$ cat config.mk
export PLATFORM = sky130hd
export DESIGN_NAME = trellis_flag_arbiter
export DESIGN_NICKNAME = d
export VERILOG_FILES = /design/src/rtl/trellis_flag_arbiter.sv
export SDC_FILE = /design/constraint.sdc
export NUM_CORES = 2
export LEC_CHECK = 0
export BUFFER_PORTS_ARGS = -buffer_cell sky130_fd_sc_hd__buf_2
export CAP_MARGIN = 20
export CORE_ASPECT_RATIO = 1.4
export CORE_MARGIN = 4
export CORE_UTILIZATION = 50
export DETAILED_ROUTE_END_ITERATION = 10
export GPL_ROUTABILITY_DRIVEN = 0
export PLACE_DENSITY = 0.81
export SYNTH_ARGS = -nofsm -noshare
export SYNTH_HDL_FRONTEND = slang
export SYNTH_SLANG_ARGS = --single-unit
$ cat constraint.sdc
create_clock -name clk -period 3.5 [get_ports clk]
set_input_delay 0.35 -clock clk [delete_from_list [all_inputs] [get_ports clk]]
set_output_delay 0.35 -clock clk [all_outputs]
set_load 0.05 [all_outputs]
$ cat src/rtl/trellis_flag_arbiter.sv
// trellis_flag_arbiter: two-stage arbiter that thins the per-lane trellis flags.
// A flagged lane is dropped when a flagged neighbour within d = seq_length-1
// lanes has a lower energy, or the same energy and a lower index. The last d
// lanes of the previous valid frame are kept as history, so a flag near the
// start of a frame also competes with kept flags near the end of the last frame.
// Optional kept-flag statistics counter: define TRELLIS_FLAG_ARBITER_STATS_EN.
module trellis_flag_arbiter #(
   parameter int width                   = 16,
   parameter int num_of_trellis_patterns = 4,
   parameter int seq_length              = 3,
   parameter int ener_bitwidth           = 18,
   parameter int cnt_bitwidth            = 16
) (
   input  logic                                                          clk,
   input  logic                                                          rst,
   input  logic                                                          in_valid,
   input  logic [width-1:0][$clog2(2*num_of_trellis_patterns+1)-1:0]    in_flags,
   input  logic [width-1:0][ener_bitwidth-1:0]                           in_eners,
   output logic                                                          out_valid,
   output logic [width-1:0][$clog2(2*num_of_trellis_patterns+1)-1:0]    out_flags,
   input  logic                                                          stat_clear,
   output logic [cnt_bitwidth-1:0]                                       flag_count
);

   localparam int F = $clog2(2*num_of_trellis_patterns+1);
   localparam int D = seq_length - 1;

   logic                               r_s1_valid;
   logic [width-1:0][F-1:0]            r_s1_flags;
   logic [width-1:0][ener_bitwidth-1:0] r_s1_eners;
   logic [D-1:0][F-1:0]                r_hist_flags;
   logic [D-1:0][ener_bitwidth-1:0]    r_hist_eners;
   logic                               r_out_valid;
   logic [width-1:0][F-1:0]            r_out_flags;
   logic [width-1:0][F-1:0]            w_kept_flags;
   logic [width-1:0]                   w_keep;

   // Stage 1: capture the frame on in_valid, otherwise hold the last one.
   always_ff @(posedge clk) begin
      if (rst) begin
         r_s1_valid <= 1'b0;
         r_s1_flags <= '0;
         r_s1_eners <= '0;
      end else begin
         r_s1_valid <= in_valid;
         if (in_valid) begin
            r_s1_flags <= in_flags;
            r_s1_eners <= in_eners;
         end
      end
   end

   // Arbitration: in-frame neighbours within D, then history lanes for the first D lanes.
   always_comb begin
      w_keep       = '0;
      w_kept_flags = '0;
      for (int i = 0; i < width; i++) begin
         w_keep[i] = (r_s1_flags[i] != '0);
         for (int j = 0; j < width; j++) begin
            if ((j != i) && (j <= i + D) && (i <= j + D) && (r_s1_flags[j] != '0)) begin
               if ((r_s1_eners[j] < r_s1_eners[i]) ||
                   ((r_s1_eners[j] == r_s1_eners[i]) && (j < i))) begin
                  w_keep[i] = 1'b0;
               end
            end
         end
         // History slot k sat at lane width-D+k, i.e. D-k+i lanes before lane i.
         for (int k = 0; k < D; k++) begin
            if ((i <= k) && (r_hist_flags[k] != '0) && (r_hist_eners[k] <= r_s1_eners[i])) begin
               w_keep[i] = 1'b0;
            end
         end
         w_kept_flags[i] = w_keep[i] ? r_s1_flags[i] : '0;
      end
   end

   // Stage 2: register the result and roll the history, only for valid frames.
   always_ff @(posedge clk) begin
      if (rst) begin
         r_out_valid  <= 1'b0;
         r_out_flags  <= '0;
         r_hist_flags <= '0;
         r_hist_eners <= '0;
      end else begin
         r_out_valid <= r_s1_valid;
         if (r_s1_valid) begin
            r_out_flags <= w_kept_flags;
            for (int k = 0; k < D; k++) begin
               r_hist_flags[k] <= w_kept_flags[width-D+k];
               r_hist_eners[k] <= r_s1_eners[width-D+k];
            end
         end
      end
   end

   assign out_valid = r_out_valid;
   assign out_flags = r_out_flags;

`ifdef TRELLIS_FLAG_ARBITER_STATS_EN
   // Sum is wide enough to hold a saturated count plus a full frame of kept lanes.
   localparam int SW = cnt_bitwidth + $clog2(width + 1);
   localparam logic [SW-1:0] CntMax = SW'({cnt_bitwidth{1'b1}});

   logic [SW-1:0]           w_pop;
   logic [SW-1:0]           w_sum;
   logic [cnt_bitwidth-1:0] r_cnt;

   // Count kept lanes in the frame currently presented on out_flags.
   always_comb begin
      w_pop = '0;
      for (int i = 0; i < width; i++) begin
         if (r_out_flags[i] != '0) begin
            w_pop = w_pop + SW'(1);
         end
      end
      w_sum = SW'(r_cnt) + w_pop;
   end

   // Saturating accumulate; clear (or reset) beats a coincident out_valid.
   always_ff @(posedge clk) begin
      if (rst || stat_clear) begin
         r_cnt <= '0;
      end else if (r_out_valid) begin
         r_cnt <= (w_sum > CntMax) ? {cnt_bitwidth{1'b1}} : w_sum[cnt_bitwidth-1:0];
      end
   end

   assign flag_count = r_cnt;
`else
   logic w_unused_stat_clear;
   assign w_unused_stat_clear = stat_clear;
   assign flag_count          = '0;
`endif

endmodule

==> impl_metrics.toml <==
[grt]
overflow = 0
antenna_found_initial = 2
busiest_layer = "met2"
grt_pass1_vias = 28454
grt_first_pass_wirelength_mm = 157
use_met2_pct = 55.0
grt_usage_pct = 31.4
grt_start_max_net_pins = 212
grtUsageMet3_pct = 5.44
grtUsageMet1_pct = 34.5

[pwr]
p_sw_share_pct = 31.4
p_per_area_nw_per_um2 = 404
p_leak_nw = 17.7
p_seq_share_pct = 39.8
p_int_mw = 10.1
finalPower_mw = 14.7
power.switching_mw = 4.61
p_clk_share_pct = 36.7
p_comb_share_pct = 23.5
vdd_drop_max_uv = 400

[clock_tree]
path_clk_slew_ps = 70
clock_sinks = 454
clk_path_buf_depth = 3
cts_buffers = 45
cts_tree = "yes"
h-tree-depth = 2
cts_root_buf = "clkbuf_16"
clk_latency_ps = 600
postCtsSetupBuffers = 0

[routing]
drc_errors = 0
routed_via_density = 5.92
vias = 27818
antenna_left = 0
wl_per_cell_um = 22.0
route.final.wire_length_mm = 104
drt_iter0_drc = 2030
drtPass1Iterations = 6

[finish]
n_antenna_cell = 0
final_net_count = 4849
fin_area_um2 = 36400
fill_cells = 4762
syn_to_final_growth_pct = 22.6
layout-drive-gt1-share_pct = 14.1
final_cells = 4699

[sta]
fin_ws_ps = 414
finalMaxSlewViolations = 0
max_freq_mhz = 324
final.setup_skew_ps = 16.1
maxSlewHeadroom_pct = 20.3
hold_viol = 0
period_share_pct = 88.2
setup_viol = 0
rsz0062_at_grt = "no"
worstMarginPinSlew_ps = 1180
min_period_ps = 3090
setup_tns_ps = 0

[floorplanning]
io_pins = 437
die_x_um = 214
core_area_um2 = 58700
die_area_um2 = 63400
die_height_um = 296
initial_core_util_pct = 50.6
core.rowCount = 105

[setup_path]
cp-start-kind = "flip-flop"
required_ps = 4020
slowest_delay_ps = 610
slowest_stage = "a2111oi_2"
cp-end-kind = "flip-flop"
critPathMaxFanout = 4
critical_path_class = "reg -> reg"
regToRegSetupSlack_ps = 410
cp.arrival_ps = 3610
cp_cell_sequence = "inv_1 > ha_1 > a21oi_1 > a21boi_0 > a2111o_1 > a211oi_1 > a22oi_1 > a2111oi_2 > a22o_1"

[placement]
dp_hpwl_mm = 79.2
preCtsSetupSlack_ps = 624
placedCellCount = 4417
placed_area_um2 = 32800
portBuffers = 419

[flow_run]
maxCapViolCount = 0

[yosys]
async_reset_ff_share_pct = 0
ys_ff_latch = 454
yosysSeqAreaShare_pct = 30.6
synth-edff-count = 0
synth_cell_types = 71
synthCells = 3301
synth_warnings = 0
netlist_area_um2 = 29700
synthFlopType = "dfxtp_1"
syn_avg_cell_area_um2 = 8.99

[status]
status = "completed"

[worst_hold_path]
holdCritPathClass = "in -> reg"
[power groups by stage]
stage / Clock, mW / Combinational, mW / Sequential (mW)
floorplan: 0 / 2.23 / 5.77
global placement: 0 / 3.06 / 5.94
detailed placement: 0 / 3.18 / 5.95
CTS: 5.45 / 3.39 / 5.83
global route: 5.65 / 3.86 / 5.86
finish: 5.39 / 3.45 / 5.85
[final cells by class]
| class | instances | area, um2 | share of cell area, % |
|---|---|---|---|
| Tap cell | 749 | 937 | 2.58 |
| Timing Repair Buffer | 663 | 4550 | 12.5 |
| Clock buffer | 59 | 1280 | 3.52 |
| Multi-Input combinational cell | 2450 | 19100 | 52.4 |
| Clock inverter | 21 | 329 | 0.904 |
| Inverter | 303 | 1140 | 3.13 |
| Sequential cell | 454 | 9090 | 25.0 |
[metrics by stage]
| step | utilization [%] | hold WS, ps |
|---|---|---|
| finish | 62.0 | 4.47 |
| detailed placement | 55.8 | 456 |
| CTS | 62.0 | 0.0661 |
| floorplan | - | 455 |
| global route | 62.0 | 7.54 |
| global placement | 55.8 | 446 |
[metal layers]
metal | wire [um] | up-vias | part of all wire, %
met5 | 13 | - | 0.013
met4 | 9230 | 2 | 8.9
met3 | 7380 | 508 | 7.1
met2 | 48900 | 1333 | 47
met1 | 38100 | 12861 | 37
li1 | - | 13114 | -
[cell usage after synthesis (24+ instances only)]
| cell | number | area (um2) |
|---|---|---|
| nand4_1 | 89 | 557 |
| a21o_1 | 32 | 240 |
| nand3_1 | 54 | 270 |
| o21ai_0 | 85 | 425 |
| clkbuf_1 | 57 | 214 |
| nand2_1 | 142 | 533 |
| buf_1 | 35 | 131 |
| nor4_1 | 36 | 225 |
| inv_1 | 303 | 1140 |
| nor3_1 | 25 | 125 |
| dfxtp_1 | 454 | 9090 |
| nor2_1 | 454 | 1700 |
| a22o_1 | 53 | 464 |
| a21oi_1 | 214 | 1070 |
| ha_1 | 576 | 7210 |
| mux2i_1 | 389 | 3890 |
| a211oi_1 | 29 | 218 |
| and4_1 | 24 | 210 |
[final timing paths]
check                           cells past startpoint       startpoint               to
worst max-delay path                                9  r_s1_eners[250]  r_hist_flags[1]
worst min-delay path                                3     in_eners[97]   r_s1_eners[97]
worst max register to register                      9  r_s1_eners[250]  r_hist_flags[1]
worst min register to register                      1    out_flags[15]    out_flags[15]
[sequential cells by signal, indices dropped and copies added, names as in the netlist]
name / cells
r_s1_flags: 64
r_s1_eners: 288
r_s1_valid: 1
out_flags: 56
out_valid: 1
r_hist_flags: 8
r_hist_eners: 36
[worst max-delay path: cells and delay by family (launching register included)]
kind | cells | cell delay (ps)
adders and majority gates | 1 | 340
buffers and inverters | 1 | 90
AOI/OAI and AO/OA | 7 | 2200
DFF | 1 | 400
[layout by cell type (no fill, tap or decap), drive strengths merged, types with 37 or more instances in the layout]
master	synthesis	layout
a21oi	214	214
a22o	57	57
buf	52	461
clkbuf	57	59
dfxtp	454	454
dlygate4sd3	0	202
ha	576	576
inv	303	310
mux2i	389	389
nand2	142	142
nand3	54	54
nand4	89	89
nor2	454	454
nor4	37	37
o21ai	85	85
[what timing repair did]
item | in CTS | in global routing
resized for setup | 0 | 0
hold buffers | 202 | 0
endpoints found under the hold margin | 202 | 0
[cell families (layout without fill, tap and decap cells)]
group / after synthesis / after routing / share of synthesized area [%]
simple gates: 906 / 906 / 14.1
fa+ha+maj: 576 / 576 / 24.3
compound gates: 563 / 563 / 12.5
flops: 454 / 454 / 30.6
buf+inv: 412 / 1046 / 5.42
mux: 389 / 389 / 13.1
other cells: 1 / 16 / 0.0126
(Power assumes the default switching activity.)
